--- src/rtl/ram_port_arbiter_if.sv ---
// Bundle of the two requester ports, their response channels and the shared RAM port.
// The arbiter uses the slave view; requesters and the RAM sit on the master view.
interface ram_port_arbiter_if #(
    parameter int ADDR_WIDTH = 10,
    parameter int DATA_WIDTH = 64,
    parameter int BYTE_WIDTH = 8
);
    localparam int SW = DATA_WIDTH / BYTE_WIDTH;

    logic                  req0_valid;
    logic                  req0_ready;
    logic [ADDR_WIDTH-1:0] req0_addr;
    logic [SW-1:0]         req0_strobe;
    logic [DATA_WIDTH-1:0] req0_wdata;
    logic                  req1_valid;
    logic                  req1_ready;
    logic [ADDR_WIDTH-1:0] req1_addr;
    logic [SW-1:0]         req1_strobe;
    logic [DATA_WIDTH-1:0] req1_wdata;

    logic                  resp0_valid;
    logic [DATA_WIDTH-1:0] resp0_data;
    logic                  resp1_valid;
    logic [DATA_WIDTH-1:0] resp1_data;

    logic                  ram_en;
    logic [ADDR_WIDTH-1:0] ram_addr;
    logic [SW-1:0]         ram_strobe;
    logic [DATA_WIDTH-1:0] ram_wdata;
    logic [DATA_WIDTH-1:0] ram_rdata;

    modport slave (
        input  req0_valid, req0_addr, req0_strobe, req0_wdata,
        input  req1_valid, req1_addr, req1_strobe, req1_wdata,
        input  ram_rdata,
        output req0_ready, req1_ready,
        output resp0_valid, resp0_data, resp1_valid, resp1_data,
        output ram_en, ram_addr, ram_strobe, ram_wdata
    );

    modport master (
        output req0_valid, req0_addr, req0_strobe, req0_wdata,
        output req1_valid, req1_addr, req1_strobe, req1_wdata,
        output ram_rdata,
        input  req0_ready, req1_ready,
        input  resp0_valid, resp0_data, resp1_valid, resp1_data,
        input  ram_en, ram_addr, ram_strobe, ram_wdata
    );
endinterface

--- src/rtl/ram_port_arbiter.sv ---
// Two-port round-robin arbiter in front of a single-port, read-first RAM.
// One access in flight: IDLE -> ACCESS -> WAIT x READ_LATENCY -> RESP -> IDLE.
module ram_port_arbiter #(
    parameter int ADDR_WIDTH   = 10,
    parameter int DATA_WIDTH   = 64,
    parameter int BYTE_WIDTH   = 8,
    parameter int READ_LATENCY = 1
) (
    input  logic              clk,
    input  logic              reset,
    ram_port_arbiter_if.slave bus
);
    localparam int SW = DATA_WIDTH / BYTE_WIDTH;

    typedef enum logic [1:0] {IDLE, ACCESS, WAIT, RESP} state_t;

    state_t                r_state;
    logic                  r_last_grant;
    logic                  r_gid;
    logic [1:0]            r_cnt;
    logic [ADDR_WIDTH-1:0] r_addr;
    logic [SW-1:0]         r_ram_strobe;
    logic [DATA_WIDTH-1:0] r_wdata;
    logic                  r_ram_en;
    logic [1:0]            r_resp_valid;
    logic [DATA_WIDTH-1:0] r_rdata0;
    logic [DATA_WIDTH-1:0] r_rdata1;

    logic w_grant0;
    logic w_grant1;
    logic w_capture;

    // On a tie the port that did not win last time goes first.
    assign w_grant0 = (r_state == IDLE) && bus.req0_valid && (!bus.req1_valid || r_last_grant);
    assign w_grant1 = (r_state == IDLE) && bus.req1_valid && (!bus.req0_valid || !r_last_grant);

    assign w_capture = ((r_state == ACCESS) && (READ_LATENCY == 0)) ||
                       ((r_state == WAIT) && (r_cnt == 2'd1));

    assign bus.req0_ready  = w_grant0;
    assign bus.req1_ready  = w_grant1;
    assign bus.resp0_valid = r_resp_valid[0];
    assign bus.resp1_valid = r_resp_valid[1];
    assign bus.resp0_data  = r_rdata0;
    assign bus.resp1_data  = r_rdata1;
    assign bus.ram_en      = r_ram_en;
    assign bus.ram_addr    = r_addr;
    assign bus.ram_strobe  = r_ram_strobe;
    assign bus.ram_wdata   = r_wdata;

    always_ff @(posedge clk or posedge reset) begin
        if (reset) begin
            r_state      <= IDLE;
            r_last_grant <= 1'b1;
            r_gid        <= 1'b0;
            r_cnt        <= 2'd0;
            r_addr       <= '0;
            r_ram_strobe <= '0;
            r_wdata      <= '0;
            r_ram_en     <= 1'b0;
            r_resp_valid <= 2'b00;
            r_rdata0     <= '0;
            r_rdata1     <= '0;
        end else begin
            case (r_state)
                IDLE: begin
                    if (w_grant0 || w_grant1) begin
                        r_gid        <= w_grant1;
                        r_last_grant <= w_grant1;
                        r_addr       <= w_grant1 ? bus.req1_addr   : bus.req0_addr;
                        r_ram_strobe <= w_grant1 ? bus.req1_strobe : bus.req0_strobe;
                        r_wdata      <= w_grant1 ? bus.req1_wdata  : bus.req0_wdata;
                        r_ram_en     <= 1'b1;
                        r_state      <= ACCESS;
                    end
                end
                ACCESS: begin
                    r_ram_en     <= 1'b0;
                    r_ram_strobe <= '0;
                    r_cnt        <= 2'(READ_LATENCY);
                    r_state      <= WAIT;
                end
                WAIT: r_cnt <= r_cnt - 2'd1;
                RESP: begin
                    r_resp_valid <= 2'b00;
                    r_state      <= IDLE;
                end
                default: r_state <= IDLE;
            endcase

            // Capture overrides the WAIT transition above when the data is ready.
            if (w_capture) begin
                if (r_gid) r_rdata1 <= bus.ram_rdata;
                else       r_rdata0 <= bus.ram_rdata;
                r_resp_valid[r_gid] <= 1'b1;
                r_state             <= RESP;
            end
        end
    end
endmodule

--- src/flat_wrapper.sv ---
// flat-port wrapper written by rule: the top's interface ports become plain ports
module ram_port_arbiter_flat 
#(
    parameter int ADDR_WIDTH   = 10,
    parameter int DATA_WIDTH   = 64,
    parameter int BYTE_WIDTH   = 8,
    parameter int READ_LATENCY = 1
)
  (clk, reset, bus_req0_valid, bus_req0_addr, bus_req0_strobe, bus_req0_wdata, bus_req1_valid, bus_req1_addr, bus_req1_strobe, bus_req1_wdata, bus_ram_rdata, bus_req0_ready, bus_req1_ready, bus_resp0_valid, bus_resp0_data, bus_resp1_valid, bus_resp1_data, bus_ram_en, bus_ram_addr, bus_ram_strobe, bus_ram_wdata);
  ram_port_arbiter_if #(.ADDR_WIDTH(ADDR_WIDTH), .DATA_WIDTH(DATA_WIDTH), .BYTE_WIDTH(BYTE_WIDTH)) bus_i ();
  input  logic clk;
  input  logic reset;
  input wire logic [$bits(bus_i.req0_valid)-1:0] bus_req0_valid;
  input wire logic [$bits(bus_i.req0_addr)-1:0] bus_req0_addr;
  input wire logic [$bits(bus_i.req0_strobe)-1:0] bus_req0_strobe;
  input wire logic [$bits(bus_i.req0_wdata)-1:0] bus_req0_wdata;
  input wire logic [$bits(bus_i.req1_valid)-1:0] bus_req1_valid;
  input wire logic [$bits(bus_i.req1_addr)-1:0] bus_req1_addr;
  input wire logic [$bits(bus_i.req1_strobe)-1:0] bus_req1_strobe;
  input wire logic [$bits(bus_i.req1_wdata)-1:0] bus_req1_wdata;
  input wire logic [$bits(bus_i.ram_rdata)-1:0] bus_ram_rdata;
  output wire logic [$bits(bus_i.req0_ready)-1:0] bus_req0_ready;
  output wire logic [$bits(bus_i.req1_ready)-1:0] bus_req1_ready;
  output wire logic [$bits(bus_i.resp0_valid)-1:0] bus_resp0_valid;
  output wire logic [$bits(bus_i.resp0_data)-1:0] bus_resp0_data;
  output wire logic [$bits(bus_i.resp1_valid)-1:0] bus_resp1_valid;
  output wire logic [$bits(bus_i.resp1_data)-1:0] bus_resp1_data;
  output wire logic [$bits(bus_i.ram_en)-1:0] bus_ram_en;
  output wire logic [$bits(bus_i.ram_addr)-1:0] bus_ram_addr;
  output wire logic [$bits(bus_i.ram_strobe)-1:0] bus_ram_strobe;
  output wire logic [$bits(bus_i.ram_wdata)-1:0] bus_ram_wdata;
  assign bus_i.req0_valid = bus_req0_valid;
  assign bus_i.req0_addr = bus_req0_addr;
  assign bus_i.req0_strobe = bus_req0_strobe;
  assign bus_i.req0_wdata = bus_req0_wdata;
  assign bus_i.req1_valid = bus_req1_valid;
  assign bus_i.req1_addr = bus_req1_addr;
  assign bus_i.req1_strobe = bus_req1_strobe;
  assign bus_i.req1_wdata = bus_req1_wdata;
  assign bus_i.ram_rdata = bus_ram_rdata;
  assign bus_req0_ready = bus_i.req0_ready;
  assign bus_req1_ready = bus_i.req1_ready;
  assign bus_resp0_valid = bus_i.resp0_valid;
  assign bus_resp0_data = bus_i.resp0_data;
  assign bus_resp1_valid = bus_i.resp1_valid;
  assign bus_resp1_data = bus_i.resp1_data;
  assign bus_ram_en = bus_i.ram_en;
  assign bus_ram_addr = bus_i.ram_addr;
  assign bus_ram_strobe = bus_i.ram_strobe;
  assign bus_ram_wdata = bus_i.ram_wdata;
  ram_port_arbiter #(.ADDR_WIDTH(ADDR_WIDTH), .DATA_WIDTH(DATA_WIDTH), .BYTE_WIDTH(BYTE_WIDTH), .READ_LATENCY(READ_LATENCY)) u_core (.clk(clk), .reset(reset), .bus(bus_i));
endmodule
--- config.mk ---
export PLATFORM = sky130hd
export DESIGN_NAME = ram_port_arbiter_flat
export DESIGN_NICKNAME = d
export VERILOG_FILES = /design/src/rtl/ram_port_arbiter_if.sv /design/src/rtl/ram_port_arbiter.sv /design/src/flat_wrapper.sv
export SDC_FILE = /design/constraint.sdc
export NUM_CORES = 1
export LEC_CHECK = 0
export ABC_AREA = 1
export CAP_MARGIN = 10
export CORE_AREA = 4 4 172 174
export CTS_CLUSTER_SIZE = 14
export DETAILED_ROUTE_END_ITERATION = 8
export DIE_AREA = 0 0 176 178
export GPL_TIMING_DRIVEN = 0
export PLACE_DENSITY_LB_ADDON = 0.25
export SKIP_CTS_REPAIR_TIMING = 1
export SYNTH_ARGS = -nofsm -noshare
export SYNTH_HDL_FRONTEND = slang
export SYNTH_SLANG_ARGS = --single-unit
export TNS_END_PERCENT = 20
--- constraint.sdc ---
create_clock -name clk -period 23.1 [get_ports clk]
set_clock_uncertainty 0.05 [all_clocks]
set_input_delay 4.62 -clock clk [delete_from_list [all_inputs] [get_ports clk]]
set_output_delay 4.62 -clock clk [all_outputs]
set_load 0.005 [all_outputs]
==> metrics.csv, run 1 <==
stage,metric,value,unit
sta,setup_viol,0,
routing,drtAntennaViolNets,0,
worst_setup_path,cp-start-kind,primary input,
placement,routabilityCongestion,0.971,
logic_synthesis,synth-seq-cells,219,
final_layout,area_growth,59.2,%
routing,wirelength,34800,um
die,core,27800,um^2
power_and_ir_drop,ir_worst_vdd,0.0000448,V
clock_tree,clk-insertion-delay-late,0.52,ns
logic_synthesis,syn_area,9840,um^2
global_routing,use_met2,38.4,%
clock_tree,htree_levels,1,
clock_tree,path_clk_slew,0.06,ns
logic_synthesis,postSynthCellCount,1234,
logic_synthesis,yosys_warnings,0,
die,ios,447,
sta,hold_viol,0,
logic_synthesis,synth_common_cells,"388 x nand2_1, 238 x inv_1, 218 x dfrtp_1, 168 x nand3_1, 110 x o21ai_0",
worst_setup_path,cp_data_required_time,18.43,ns
power_and_ir_drop,power.leakage,8.01,nW
logic_synthesis,ys_seq_area_share,55.7,%
sta,period_share,47.6,%
die,dieWidth,176,um
global_routing,antenna_found_initial,2,
final_layout,drive_gt1_share,5.96,%
power_and_ir_drop,powerDensity,129,nW/um^2
logic_synthesis,async_reset_ff_share,100,%
sta,slew_headroom,40.1,%
logic_synthesis,synth_most_common_cell,nand2_1,
logic_synthesis,syn_area_per_cell,7.98,um^2
routing,drc,0,
routing,drt_iter0_drc,589,
worst_setup_path,endpoint_kind,primary output,
sta,max_freq,91.0,MHz
die,dieArea,31300,um^2
global_routing,use_met3,6.51,%
global_routing,grt_use_met1,25.7,%
worst_setup_path,r2r_start,u_core.r_state[0]$_DFFE_PP0P_,
placement,port_buffers,446,
clock_tree,cts_tree,built,
sta,rsz0062_at_grt,no,
clock_tree,cts-buffers-inserted,25,
placement,hpwl,26600,um
worst_setup_path,path_class,primary input to primary output,
routing,drt_first_pass_iters,5,
logic_synthesis,yosysTopAreaCell,dfrtp_1,
global_routing,grt_busiest_layer,met2,
die,initial_utilization,35.4,%
global_routing,grt_pass1_wl,53900,um
logic_synthesis,synth-edff-count,0,
routing,dr_total_vias,9742,
worst_setup_path,cp_data_arrival_time,6.32,ns
clock_tree,cts.path.max_buffers,3,
die,die_y,178,um
routing,routedWlPerCell,16.5,um
clock_tree,cts_root_buffer,clkbuf_16,
logic_synthesis,synthesis.nets,1472,
logic_synthesis,synth_cell_types,20,
logic_synthesis,synth_flop_cell,dfrtp_1,
final_layout,diodes,0,
final_layout,final_nets,1946,
global_routing,grt_max_degree,120,
sta,post-route-min-period,10.99,ns
die,fp-row-count,61,
sta,tns,0,ns
logic_synthesis,netlist.area_leader.share,55.4,%
global_routing,grt_pass1_vias,9882,
worst_setup_path,crit_start,bus_req1_valid,
logic_synthesis,synth.area.top_cells,"dfrtp_1 55%, nand2_1 15%, inv_1 9.1%, nand3_1 8.5%, o21ai_0 5.6%",
global_routing,grt_util_all_layers,21.6,%
power_and_ir_drop,total_power,2.03,mW
min_path,hold_path_class,register to register,
min_path,min-delay-start,u_core.bus.ram_wdata[21]$_DFFE_PP0P_,
worst_setup_path,crit_path_max_fanout,10,
sta,maxSlewViolCount,0,
flow_run,drv_cap,0,
status,status,finished clean,
sta,worst_slew_pin_slew,0.898,ns
global_routing,gr-total-overflow,0,
clock_tree,cts.sinks,219,
routing,viasPerCell,4.63,
==> path summary, 6_finish.rpt <==
kind                                                    endpoint  slack (ns)  cells after the start
max                                               bus_req1_ready       12.11                      8
min in group asynchronous   u_core.bus.ram_strobe[4]$_DFFE_PP0P_        4.57                      2
min reg2reg                 u_core.bus.ram_wdata[21]$_DFFE_PP0P_        0.43                      2
min                         u_core.bus.ram_wdata[21]$_DFFE_PP0P_        0.43                      2
max reg2reg                u_core.bus.resp1_data[13]$_DFFE_PP0P_       21.05                      8
max in group asynchronous  u_core.bus.resp0_data[62]$_DFFE_PP0P_       17.37                      3
==> through the flow <==
stage	util, %	hold slack, ns	cell area, um^2	worst slack (ns)	instances
2_1_floorplan	-	0.415	9840	12.44	1234
3_3_place_gp	53.2	0.412	14800	9.40	2058
3_5_place_dp	53.3	0.414	14800	12.08	2059
4_1_cts	56.4	0.431	15700	12.08	2105
5_1_grt	56.4	0.445	15700	11.95	2105
6_report	56.4	0.427	15700	12.11	2105
==> layout by cell type (no fill, tap or decap), types with 2 or more instances in the layout <==
cell type	count
clkbuf_8	7
clkbuf_16	25
clkdlybuf4s50_1	446
nand3_1	168
clkinv_2	6
clkbuf_2	2
ha_1	6
o21ai_1	23
buf_2	35
clkinvlp_4	2
inv_1	237
buf_4	12
buf_1	3
nand2_2	2
inv_2	3
clkbuf_1	20
dfrtp_1	218
nand2_1	388
bufinv_16	2
o21ai_0	110
a21oi_1	3
==> worst max-delay path, stage by stage <==
cell and delay (ns):
clkdlybuf4s50_1 0.48, nand2_1 0.10, inv_2 0.07, nand2_2 0.07, buf_6 0.16, buf_2 0.21
inv_1 0.08, clkdlybuf4s50_1 0.53
==> flip-flops by register name (all words and copies together), names as in the netlist <==
name                   cells
u_core.bus.resp1_data     64
u_core.bus.resp0_data     64
u_core.r_gid               1
u_core.r_state             2
u_core.r_resp_valid        2
u_core.r_cnt               2
u_core.r_last_grant        1
u_core.bus.ram_strobe      8
u_core.bus.ram_wdata      64
u_core.bus.ram_en          1
u_core.bus.ram_addr       10
==> where the power goes <==
part | total, mW | internal (mW) | leakage (nW) | switching (mW)
clock network | 0.405 | 0.244 | 0.421 | 0.161
registers | 0.685 | 0.578 | 2.68 | 0.108
logic | 0.936 | 0.490 | 4.91 | 0.445
==> logic make-up after synthesis <==
kind of cell,after synthesis,synth area share (%)
fa+ha+maj,6,0.763
simple gates,559,23.5
buf+inv,312,12.9
compound gates,138,7.16
flops,219,55.7
==> metal layers <==
layer  routed length, um  vias up
met4                 690        2
li1                    -     4704
met3                3190       41
met1               13600     4590
met2               17300      405
met5                  13        -
==> final cells by class <==
| cell class | count | area (um^2) |
|---|---|---|
| Clock buffer | 34 | 729 |
| Tap cell | 378 | 473 |
| Multi-Input combinational cell | 703 | 3090 |
| Sequential cell | 219 | 5480 |
| Clock inverter | 12 | 123 |
| Timing Repair Buffer | 447 | 4490 |
| Fill cell | 2568 | 12100 |
| Buffer | 71 | 365 |
| Inverter | 241 | 912 |
Note: power is estimated with default switching activity, not from simulation.
==> run 2, diff against run 1 <==
- CORE_AREA: 4 4 172 174 -> 4 4 171 173
- DIE_AREA: 0 0 176 178 -> 0 0 175 177
- clock period: 23.1 -> 10.1 ns (I/O delays scaled with it)
==> metrics.csv, run 2 (synthesized netlist as in run 1, its figures left out) <==
stage,metric,value,unit,change
global_routing,grt_max_degree,95,,-21%
clock_tree,cts.path.max_buffers,3,,unchanged
routing,drt_iter0_drc,587,,-0.34%
clock_tree,cts.sinks,219,,unchanged
final_layout,final_nets,1946,,unchanged
global_routing,gr-total-overflow,0,,unchanged
min_path,min-delay-start,u_core.bus.ram_addr[2]$_DFFE_PP0P_,,
routing,routedWlPerCell,16.6,um,+0.35%
sta,finalHoldWorstSlack,0.425,ns,-0.00229 ns
worst_setup_path,cp_data_arrival_time,3.71,ns,-2.61 ns
clock_tree,cts-buffers-inserted,24,,-4.0%
final_layout,multi_input_area,3090,um^2,unchanged
die,dieWidth,175,um,-0.57%
power_and_ir_drop,ir_worst_vdd,0.000109,V,+140%
final_layout,area_growth,59.0,%,
worst_setup_path,crit_path_max_fanout,10,,unchanged
global_routing,grt_util_all_layers,21.6,%,about the same
routing,drc,0,,unchanged
power_and_ir_drop,powerDensity,294,nW/um^2,+130%
sta,rsz0062_at_grt,no,,
clock_tree,cts_tree,built,,
routing,dr_total_vias,9668,,-0.76%
global_routing,antenna_found_initial,2,,unchanged
sta,max_freq,173,MHz,
global_routing,grt_pass1_vias,9733,,-1.5%
sta,setup_viol,0,,unchanged
placement,hpwl,26700,um,+0.56%
final_layout,diodes,0,,unchanged
power_and_ir_drop,power.leakage,8.00,nW,-0.17%
final_layout,final_common_cell,clkdlybuf4s50_1,,
final_layout,finalInstanceArea,15700,um^2,-0.11%
worst_setup_path,reg2reg_slack,8.03,ns,-13.02 ns
die,core,27600,um^2,-0.55%
min_path,hold_end,u_core.bus.ram_addr[2]$_DFFE_PP0P_,,
worst_setup_path,rr_endpoint,u_core.bus.ram_strobe[0]$_DFFE_PP0P_,,
clock_tree,cts_root_buffer,clkbuf_16,,
die,dieArea,31000,um^2,-1.1%
global_routing,grt_pass1_wl,53500,um,-0.78%
final_layout,drive_gt1_share,5.46,%,-0.51 points
routing,viasPerCell,4.60,,-0.57%
placement,port_buffers,446,,unchanged
final_layout,regArea,5480,um^2,unchanged
clock_tree,htree_levels,1,,unchanged
worst_setup_path,r2r_start,u_core.r_state[0]$_DFFE_PP0P_,,
placement,dpl_cell_area,14800,um^2,+0.19%
sta,worst_slew_pin_slew,0.938,ns,+0.0396 ns
final_layout,most-common-layout-cells,"446 x clkdlybuf4s50_1, 388 x nand2_1, 237 x inv_1, 218 x dfrtp_1, 168 x nand3_1",,
clock_tree,clk-insertion-delay-late,0.51,ns,about the same
worst_setup_path,reg2reg_depth,6,,-2
flow_run,drv_cap,0,,unchanged
worst_setup_path,path_class,primary input to primary output,,
die,die_y,177,um,-0.56%
final_layout,fillers,2601,,+1.3%
sta,maxSlewViolCount,0,,unchanged
routing,drtAntennaViolNets,0,,unchanged
min_path,hold_path_depth,2,,unchanged
die,initial_utilization,35.6,%,+0.20 points
sta,hold_viol,0,,unchanged
placement,routabilityCongestion,0.912,,-6.1%
power_and_ir_drop,total_power,4.61,mW,+130%
sta,post-route-min-period,5.78,ns,
routing,wirelength,34900,um,+0.16%
worst_setup_path,cp-start-kind,primary input,,
die,ios,447,,unchanged
clock_tree,path_clk_slew,0.06,ns,about the same
status,status,finished clean,,
sta,period_share,57.2,%,
min_path,hold_path_class,register to register,,
routing,drt_first_pass_iters,4,,-1
die,fp-row-count,61,,unchanged
worst_setup_path,endpoint_kind,primary output,,
sta,slew_headroom,37.5,%,-2.6 points
worst_setup_path,cp_data_required_time,8.03,ns,-10.40 ns
[run 2: cell types whose count changed in the layout (fill, tap and decap cells not counted)]
| cell | previous run | this run |
|---|---|---|
| clkbuf_1 | 20 | 25 |
| clkinv_2 | 6 | 2 |
| clkbuf_8 | 7 | 4 |
| clkinvlp_4 | 2 | 0 |
| buf_16 | 1 | 2 |
| bufinv_16 | 2 | 3 |
| clkinv_4 | 1 | 0 |
| inv_6 | 1 | 0 |
[run 2: stage by stage]
| stage | util [%] | worst slack [ns] | cells | setup TNS [ns] |
|---|---|---|---|---|
| 2_1_floorplan | - | 2.04 | 1234 | 0 |
| 6_report | 56.6 | 4.32 | 2101 | 0 |
| 3_3_place_gp | 53.5 | -1.00 | 2058 | -212.37 |
| 4_1_cts | 56.6 | 4.31 | 2101 | 0 |
| 3_5_place_dp | 53.7 | 4.32 | 2060 | 0 |
| 5_1_grt | 56.6 | 4.19 | 2101 | 0 |
[run 2: routing by layer]
layer | track usage, % | wire length, um | vias to the layer above
li1 | - | - | 4699
met1 | 25.6 | 13700 | 4519
met2 | 37.3 | 16800 | 388
met3 | 7.56 | 3490 | 58
met4 | 6.02 | 846 | 4
met5 | 0 | 27 | -
[run 2: how the worst max path moves through the flow]
stage	start	end	slack (ns)	cells past startpoint
6_report	bus_req1_valid	bus_req1_ready	4.32	8
5_1_grt	bus_req1_valid	bus_req1_ready	4.19	8
4_1_cts	bus_req1_valid	bus_req1_ready	4.31	8
3_5_place_dp	bus_req1_valid	bus_req1_ready	4.32	8
3_3_place_gp	reset	u_core.bus.resp1_data[1]$_DFFE_PP0P_	-1.00	2
2_1_floorplan	reset	u_core.bus.ram_addr[0]$_DFFE_PP0P_	2.04	1
[run 2: power breakdown]
| group | switching (mW) | leakage, nW | internal [mW] |
|---|---|---|---|
| clock | 0.347 | 0.395 | 0.557 |
| combinational | 1.02 | 4.92 | 1.12 |
| sequential | 0.243 | 2.68 | 1.32 |
| total | 1.61 | 8.00 | 3.00 |
[run 2: area by class of cell]
class	instances	share of cell area [%]
Timing Repair Buffer	448	28.9
Clock inverter	5	0.640
Multi-Input combinational cell	703	19.8
Buffer	71	2.33
Tap cell	378	3.02
Sequential cell	219	35.0
Inverter	241	5.83
Clock buffer	36	4.52
[run 2: worst max-delay path, cell delays in order]
cell	delay, ns
clkdlybuf4s50_1	0.47
nand2_1	0.10
inv_2	0.07
nand2_2	0.07
buf_6	0.16
buf_2	0.20
inv_1	0.08
clkdlybuf4s50_1	0.53
